File: config.mk
export PLATFORM = sky130hd
export DESIGN_NAME = weight_bram_ctrl
export DESIGN_NICKNAME = d
export VERILOG_FILES = /design/src/rtl/weight_bram_ctrl.sv
export SDC_FILE = /design/constraint.sdc
export NUM_CORES = 1
export LEC_CHECK = 0
export CAP_MARGIN = 5
export CORE_ASPECT_RATIO = 0.5
export CORE_UTILIZATION = 31
export CTS_BUF_LIST = sky130_fd_sc_hd__clkbuf_16
export CTS_CLUSTER_SIZE = 16
export DETAILED_ROUTE_END_ITERATION = 7
export PLACE_DENSITY = 0.83
export SYNTH_ARGS = -nofsm -noshare
export SYNTH_HDL_FRONTEND = slang
export SYNTH_SLANG_ARGS = --single-unit
File: constraint.sdc
create_clock -name CLK -period 1.5 [get_ports CLK]
set_input_delay 0.3 -clock CLK [delete_from_list [all_inputs] [get_ports CLK]]
set_output_delay 0.3 -clock CLK [all_outputs]
set_load 0.01 [all_outputs]
File: src/rtl/weight_bram_ctrl.sv
`default_nettype none
// ============================================================================
// Module   : weight_bram_ctrl
// Purpose  : Owns one DEPTH x DW weight BRAM and arbitrates it between a host
//            loader (single-word writes) and the neuron MAC datapath, which
//            reads the whole weight vector as a framed burst.
// Ports    : CLK, RST (sync, active-high)
//            START                      - request a read burst (IDLE only)
//            LD_REQ/LD_ADDR/LD_DATA     - host write request, held until LD_ACK
//            LD_ACK/LD_ERR              - write issued / address out of range
//            ADDR/DI/EN/WE, DO          - BRAM port (BRAM samples on negedge)
//            W_OUT/W_VALID/W_LAST       - streamed weights to the accumulator
//            BUSY/DONE                  - burst in progress / burst finished
//            CHKSUM                     - burst checksum
// Options  : define WEIGHT_CHKSUM_EN to build the burst checksum accumulator;
//            otherwise CHKSUM is tied to zero.
// Revision : 1.0 - initial release
// ============================================================================
module weight_bram_ctrl #(
    parameter int DEPTH = 28,
    parameter int AW    = 5,
    parameter int DW    = 16
) (
    input  logic          CLK,
    input  logic          RST,
    input  logic          START,
    input  logic          LD_REQ,
    input  logic [AW-1:0] LD_ADDR,
    input  logic [DW-1:0] LD_DATA,
    output logic          LD_ACK,
    output logic          LD_ERR,
    output logic [AW-1:0] ADDR,
    output logic [DW-1:0] DI,
    output logic          EN,
    output logic          WE,
    input  logic [DW-1:0] DO,
    output logic [DW-1:0] W_OUT,
    output logic          W_VALID,
    output logic          W_LAST,
    output logic          BUSY,
    output logic          DONE,
    output logic [DW-1:0] CHKSUM
);

    localparam logic [1:0] c_s_idle  = 2'd0;
    localparam logic [1:0] c_s_load  = 2'd1;
    localparam logic [1:0] c_s_fetch = 2'd2;
    localparam logic [1:0] c_s_flush = 2'd3;

    localparam logic [AW-1:0] c_last_addr = AW'(DEPTH - 1);
    // One extra bit so the range check stays correct even when DEPTH == 2**AW.
    localparam logic [AW:0]   c_depth     = (AW + 1)'(DEPTH);

    logic [1:0]    r_state;
    logic [1:0]    w_next_state;
    logic [AW-1:0] r_cnt;
    logic [DW-1:0] r_w_out;
    logic          r_w_valid;
    logic          r_w_last;
    logic          r_done;

    logic          w_ld_in_range;
    logic          w_rd_issue;
    logic          w_burst_start;
    logic [AW-1:0] w_addr;
    logic [DW-1:0] w_di;
    logic          w_en;
    logic          w_we;
    logic          w_ld_ack;
    logic          w_ld_err;
    logic          w_busy;

    assign w_ld_in_range = ({1'b0, LD_ADDR} < c_depth);
    assign w_burst_start = (r_state == c_s_idle) && START;

    // ------------------------------------------------------------------
    // State register
    // ------------------------------------------------------------------
    always_ff @(posedge CLK) begin
        if (RST) begin
            r_state <= c_s_idle;
        end else begin
            r_state <= w_next_state;
        end
    end

    // ------------------------------------------------------------------
    // Next-state logic. START wins over LD_REQ in IDLE; the load request
    // simply stays pending and is picked up once the burst returns to IDLE.
    // ------------------------------------------------------------------
    always_comb begin
        w_next_state = r_state;
        case (r_state)
            c_s_idle: begin
                if (START) begin
                    w_next_state = c_s_fetch;
                end else if (LD_REQ) begin
                    w_next_state = c_s_load;
                end
            end
            c_s_load: begin
                w_next_state = c_s_idle;
            end
            c_s_fetch: begin
                if (r_cnt == c_last_addr) begin
                    w_next_state = c_s_flush;
                end
            end
            c_s_flush: begin
                w_next_state = c_s_idle;
            end
            default: begin
                w_next_state = c_s_idle;
            end
        endcase
    end

    // ------------------------------------------------------------------
    // Output logic. The BRAM strobes are decoded straight from the state so
    // a write issued in a LOAD cycle still reaches the BRAM on that cycle's
    // negedge, even if RST is asserted at the same time.
    // ------------------------------------------------------------------
    always_comb begin
        w_addr   = '0;
        w_di     = '0;
        w_en     = 1'b0;
        w_we     = 1'b0;
        w_ld_ack = 1'b0;
        w_ld_err = 1'b0;
        w_busy   = 1'b0;
        case (r_state)
            c_s_load: begin
                w_addr   = LD_ADDR;
                w_di     = LD_DATA;
                w_ld_ack = 1'b1;
                w_en     = w_ld_in_range;
                w_we     = w_ld_in_range;
                w_ld_err = ~w_ld_in_range;
            end
            c_s_fetch: begin
                w_addr = r_cnt;
                w_en   = 1'b1;
                w_busy = 1'b1;
            end
            c_s_flush: begin
                w_busy = 1'b1;
            end
            default: begin
                w_busy = 1'b0;
            end
        endcase
    end

    assign w_rd_issue = w_en & ~w_we;

    // ------------------------------------------------------------------
    // Burst address counter: cleared on burst start, saturates at the last
    // address so it can never point outside the memory.
    // ------------------------------------------------------------------
    always_ff @(posedge CLK) begin
        if (RST) begin
            r_cnt <= '0;
        end else if (w_burst_start) begin
            r_cnt <= '0;
        end else if ((r_state == c_s_fetch) && (r_cnt != c_last_addr)) begin
            r_cnt <= r_cnt + 1'b1;
        end
    end

    // ------------------------------------------------------------------
    // Read-data capture. DO is refreshed by the BRAM on the negedge between
    // the address issue and this posedge, giving a one-cycle read latency.
    // ------------------------------------------------------------------
    always_ff @(posedge CLK) begin
        if (RST) begin
            r_w_out   <= '0;
            r_w_valid <= 1'b0;
            r_w_last  <= 1'b0;
            r_done    <= 1'b0;
        end else begin
            r_w_valid <= w_rd_issue;
            r_w_last  <= (r_state == c_s_fetch) && (r_cnt == c_last_addr);
            r_done    <= (r_state == c_s_flush);
            if (w_rd_issue) begin
                r_w_out <= DO;
            end
        end
    end

`ifdef WEIGHT_CHKSUM_EN
    logic [DW-1:0] r_chksum;

    // Accumulates the registered stream, so the last word lands in the DONE
    // cycle and the value then holds until the next burst start clears it.
    always_ff @(posedge CLK) begin
        if (RST) begin
            r_chksum <= '0;
        end else if (w_burst_start) begin
            r_chksum <= '0;
        end else if (r_w_valid) begin
            r_chksum <= r_chksum + r_w_out;
        end
    end

    assign CHKSUM = r_chksum;
`else
    assign CHKSUM = '0;
`endif

    assign ADDR    = w_addr;
    assign DI      = w_di;
    assign EN      = w_en;
    assign WE      = w_we;
    assign LD_ACK  = w_ld_ack;
    assign LD_ERR  = w_ld_err;
    assign BUSY    = w_busy;
    assign W_OUT   = r_w_out;
    assign W_VALID = r_w_valid;
    assign W_LAST  = r_w_last;
    assign DONE    = r_done;

endmodule
`default_nettype wire

==> results.txt, run 1 <==
Yosys cell types - 32
Post-Syn Area - 0.001404 mm2
Clock Latency Late Sink - 260 ps
Setup slack after layout - -217.9 ps
Most frequent cells in the layout - 58 x clkdlybuf4s50_1, 22 x dfxtp_1, 22 x nor2_1
Final wirelength - 5344 um
Total Nets Final - 312
Failing checks - setup timing
Clk sinks - 26
Die Height - 49.59 um
Final Skew - 3.873 ps
Post-route DRC - 0
Period utilization - 1.145
Buffers on Ports - 85
Flops & latches, synth - 26
Fin crit period - 1718 ps
Critical path arrival - 1420 ps
Via density - 4.864
DR pass1 iterations - 4
Crit path from - r_state[1]$_SDFFE_PP0P_
Initial antenna violation count - 0
YS warnings - 0
Most area-consuming cells after synthesis - dfxtp_1 37%, mux2i_1 13%, buf_4 9.1%
Number of global-route vias before repair - 1466
Core region area - 0.004124 mm2
H-tree Lvls - 1
Final setup vio count - 30
Endpoint class of the critical path - primary output
Fillers - 309
Leak pwr - 1.113 nW
Via count - 1537
Hold WS - 493.4 ps
Post-place setup slack - -430.9 ps
Total GRT Usage - 0.1983
I/O Pins - 102
Root Buffer Master - clkbuf_16
Final Slew Violations - 0
Largest net degree at the start of global routing - 19
Peak Freq - 0.5821 GHz
Final Hold Viols - 0
Crit start category - flip-flop
Synthesized area per cell - 9.057 um2
Initial Util - 0.3404
CTS tree - yes
Post-placement cell count - 300
Power Dens Cells - 1486 mW/mm2
Critical path type - reg2out
Final core utilization - 0.6311
Share of layout cells above drive strength 1 - 0.3130
RR Startpoint - r_state[1]$_SDFFE_PP0P_
Hpwl dp - 3325 um
Cell row count - 16
Unrepaired setup endpoints after global routing - true
Grt ovf - 0
Largest area contributor in the netlist - dfxtp_1
Cells after Synth - 155
Die area - 0.004818 mm2
Synth top area share - 0.3708
Worst hold start - W_OUT[2]$_SDFFE_PP0P_
Clk slew on worst S/H paths - 60 ps
Routed wire length per instance - 16.91 um
Area grow syn2layout - 85.38%
1st-iter DRT viols - 51
Die W - 97.17 um
Outcome - finished, violations left
Commonest non-fill, non-tap cell in the layout - clkdlybuf4s50_1
Finished Layout Cells - 316
Global placement routability congestion - 0.7767
Max-Cap Viols - 0
First-pass GRT wire length - 7507 um
Critical path fanouts, max - 6
Worst Hold Class - reg2reg
Clock Tree Buf Depth - 2
Critical Path RT - 1200 ps
CTS Buf Count - 3
Worst VDD drop - 0.0006087 V
Seq/Total Area, Yosys - 0.3708
Antenna cells - 0
Final antenna-violating net count - 0
-- per-stage QoR --
| stage | setup TNS, ps | cell area, um2 | power, mW |
|---|---|---|---|
| 2_1_floorplan | -3.517 | 1478 | 1.869 |
| 3_3_place_gp | -8054 | 2350 | 2.693 |
| 3_5_place_dp | -9091 | 2350 | 2.740 |
| 4_1_cts | -2419 | 2455 | 3.481 |
| 5_1_grt | -4519 | 2603 | 4.051 |
| 6_report | -3230 | 2603 | 3.868 |
-- cells by family (layout without fill, tap and decap cells) --
group / count (synthesis) / count (layout) / share of synthesized area
and+or+nand+nor: 56 / 56 / 0.2130
buffers and inverters: 27 / 119 / 0.1203
DFF: 26 / 26 / 0.3708
muxes: 19 / 19 / 0.1364
AOI/OAI and AO/OA: 17 / 17 / 0.08200
adders and majority gates: 7 / 7 / 0.06239
xor gates and xnor gates: 2 / 2 / 0.01248
other: 1 / 16 / 0.002671
-- cells in the mapped netlist --
master,n
dfxtp_1,26
nor2_1,22
mux2i_1,18
buf_4,17
and2_1,16
ha_1,7
nor2b_1,6
a22oi_1,5
a21oi_1,4
inv_1,4
buf_2,3
o21ai_0,3
clkbuf_1,2
nand2_1,2
nand4_1,2
xor2_1,2
a211o_1,1
a21o_1,1
a22oi_2,1
a31oi_1,1
and4_1,1
and4b_1,1
buf_1,1
conb_1,1
mux2_1,1
nand2b_1,1
nand3_1,1
nand4b_1,1
nor3b_1,1
o21a_1,1
or2_2,1
or3_1,1
-- worst max-delay path, stage by stage (launching register included) --
cell     delay [ps]
dfxtp_4         370
inv_4            90
ha_4            170
buf_6           130
a22oi_2          60
nor2b_1         170
buf_2           180
-- layer usage --
layer | GRT usage | vias to the layer above | share of wire
met3 | 0.03404 | 24 | 0.037
li1 | - | 702 | -
met4 | 0.07463 | 0 | 0.050
met5 | 0 | - | 0
met2 | 0.3744 | 67 | 0.52
met1 | 0.2271 | 744 | 0.39
-- registers in the layout, summed over array words and instances (netlist names) --
name / cells
W_OUT: 16
r_cnt: 5
r_state: 2
DONE: 1
W_LAST: 1
W_VALID: 1
-- final timing paths --
| path | endpoint | depth (start not counted) | slack, ps |
|---|---|---|---|
| worst max-delay path | ADDR[1] | 6 | -220 |
| worst min-delay path | W_OUT[2]$_SDFFE_PP0P_ | 2 | 490 |
| worst max register to register | r_state[1]$_SDFFE_PP0P_ | 7 | -100 |
| worst min register to register | W_OUT[2]$_SDFFE_PP0P_ | 2 | 490 |
-- area by class of cell --
cell class	count	area (um2)	area share
clock buffer	3	75.07	0.02885
inverter	4	20.02	0.007692
multi-input combinational	117	889.6	0.3418
sequential	26	530.5	0.2038
tap	54	67.56	0.02596
timing repair buffer	112	1020	0.3918
-- power breakdown --
group,switching (mW),internal [mW]
logic,1.05,1.30
clock network,0.226,0.353
registers,0.108,0.827
-- timing repair --
item / 4_1_cts / 5_1_grt
hold buffers: 0 / 0
pin swaps: 9 / 4
setup endpoints to repair: 47 / 29
resized for setup: 134 / 18
setup buffers: 4 / 10
(Power assumes the default switching activity.)
==> run 2, diff against run 1 <==
--- a/config.mk
+++ b/config.mk
@@ -5,11 +5,12 @@
 export SDC_FILE = /design/constraint.sdc
 export NUM_CORES = 1
 export LEC_CHECK = 0
+export ABC_CLOCK_PERIOD_IN_PS = 1500
 export CAP_MARGIN = 5
 export CORE_ASPECT_RATIO = 0.5
 export CORE_UTILIZATION = 31
 export CTS_BUF_LIST = sky130_fd_sc_hd__clkbuf_16
-export CTS_CLUSTER_SIZE = 16
+export CTS_CLUSTER_SIZE = 24
 export DETAILED_ROUTE_END_ITERATION = 7
 export PLACE_DENSITY = 0.83
 export SYNTH_ARGS = -nofsm -noshare
==> results of run 2 <==
Same layout as run 1: the final DEF is identical, and so are final timing and power.
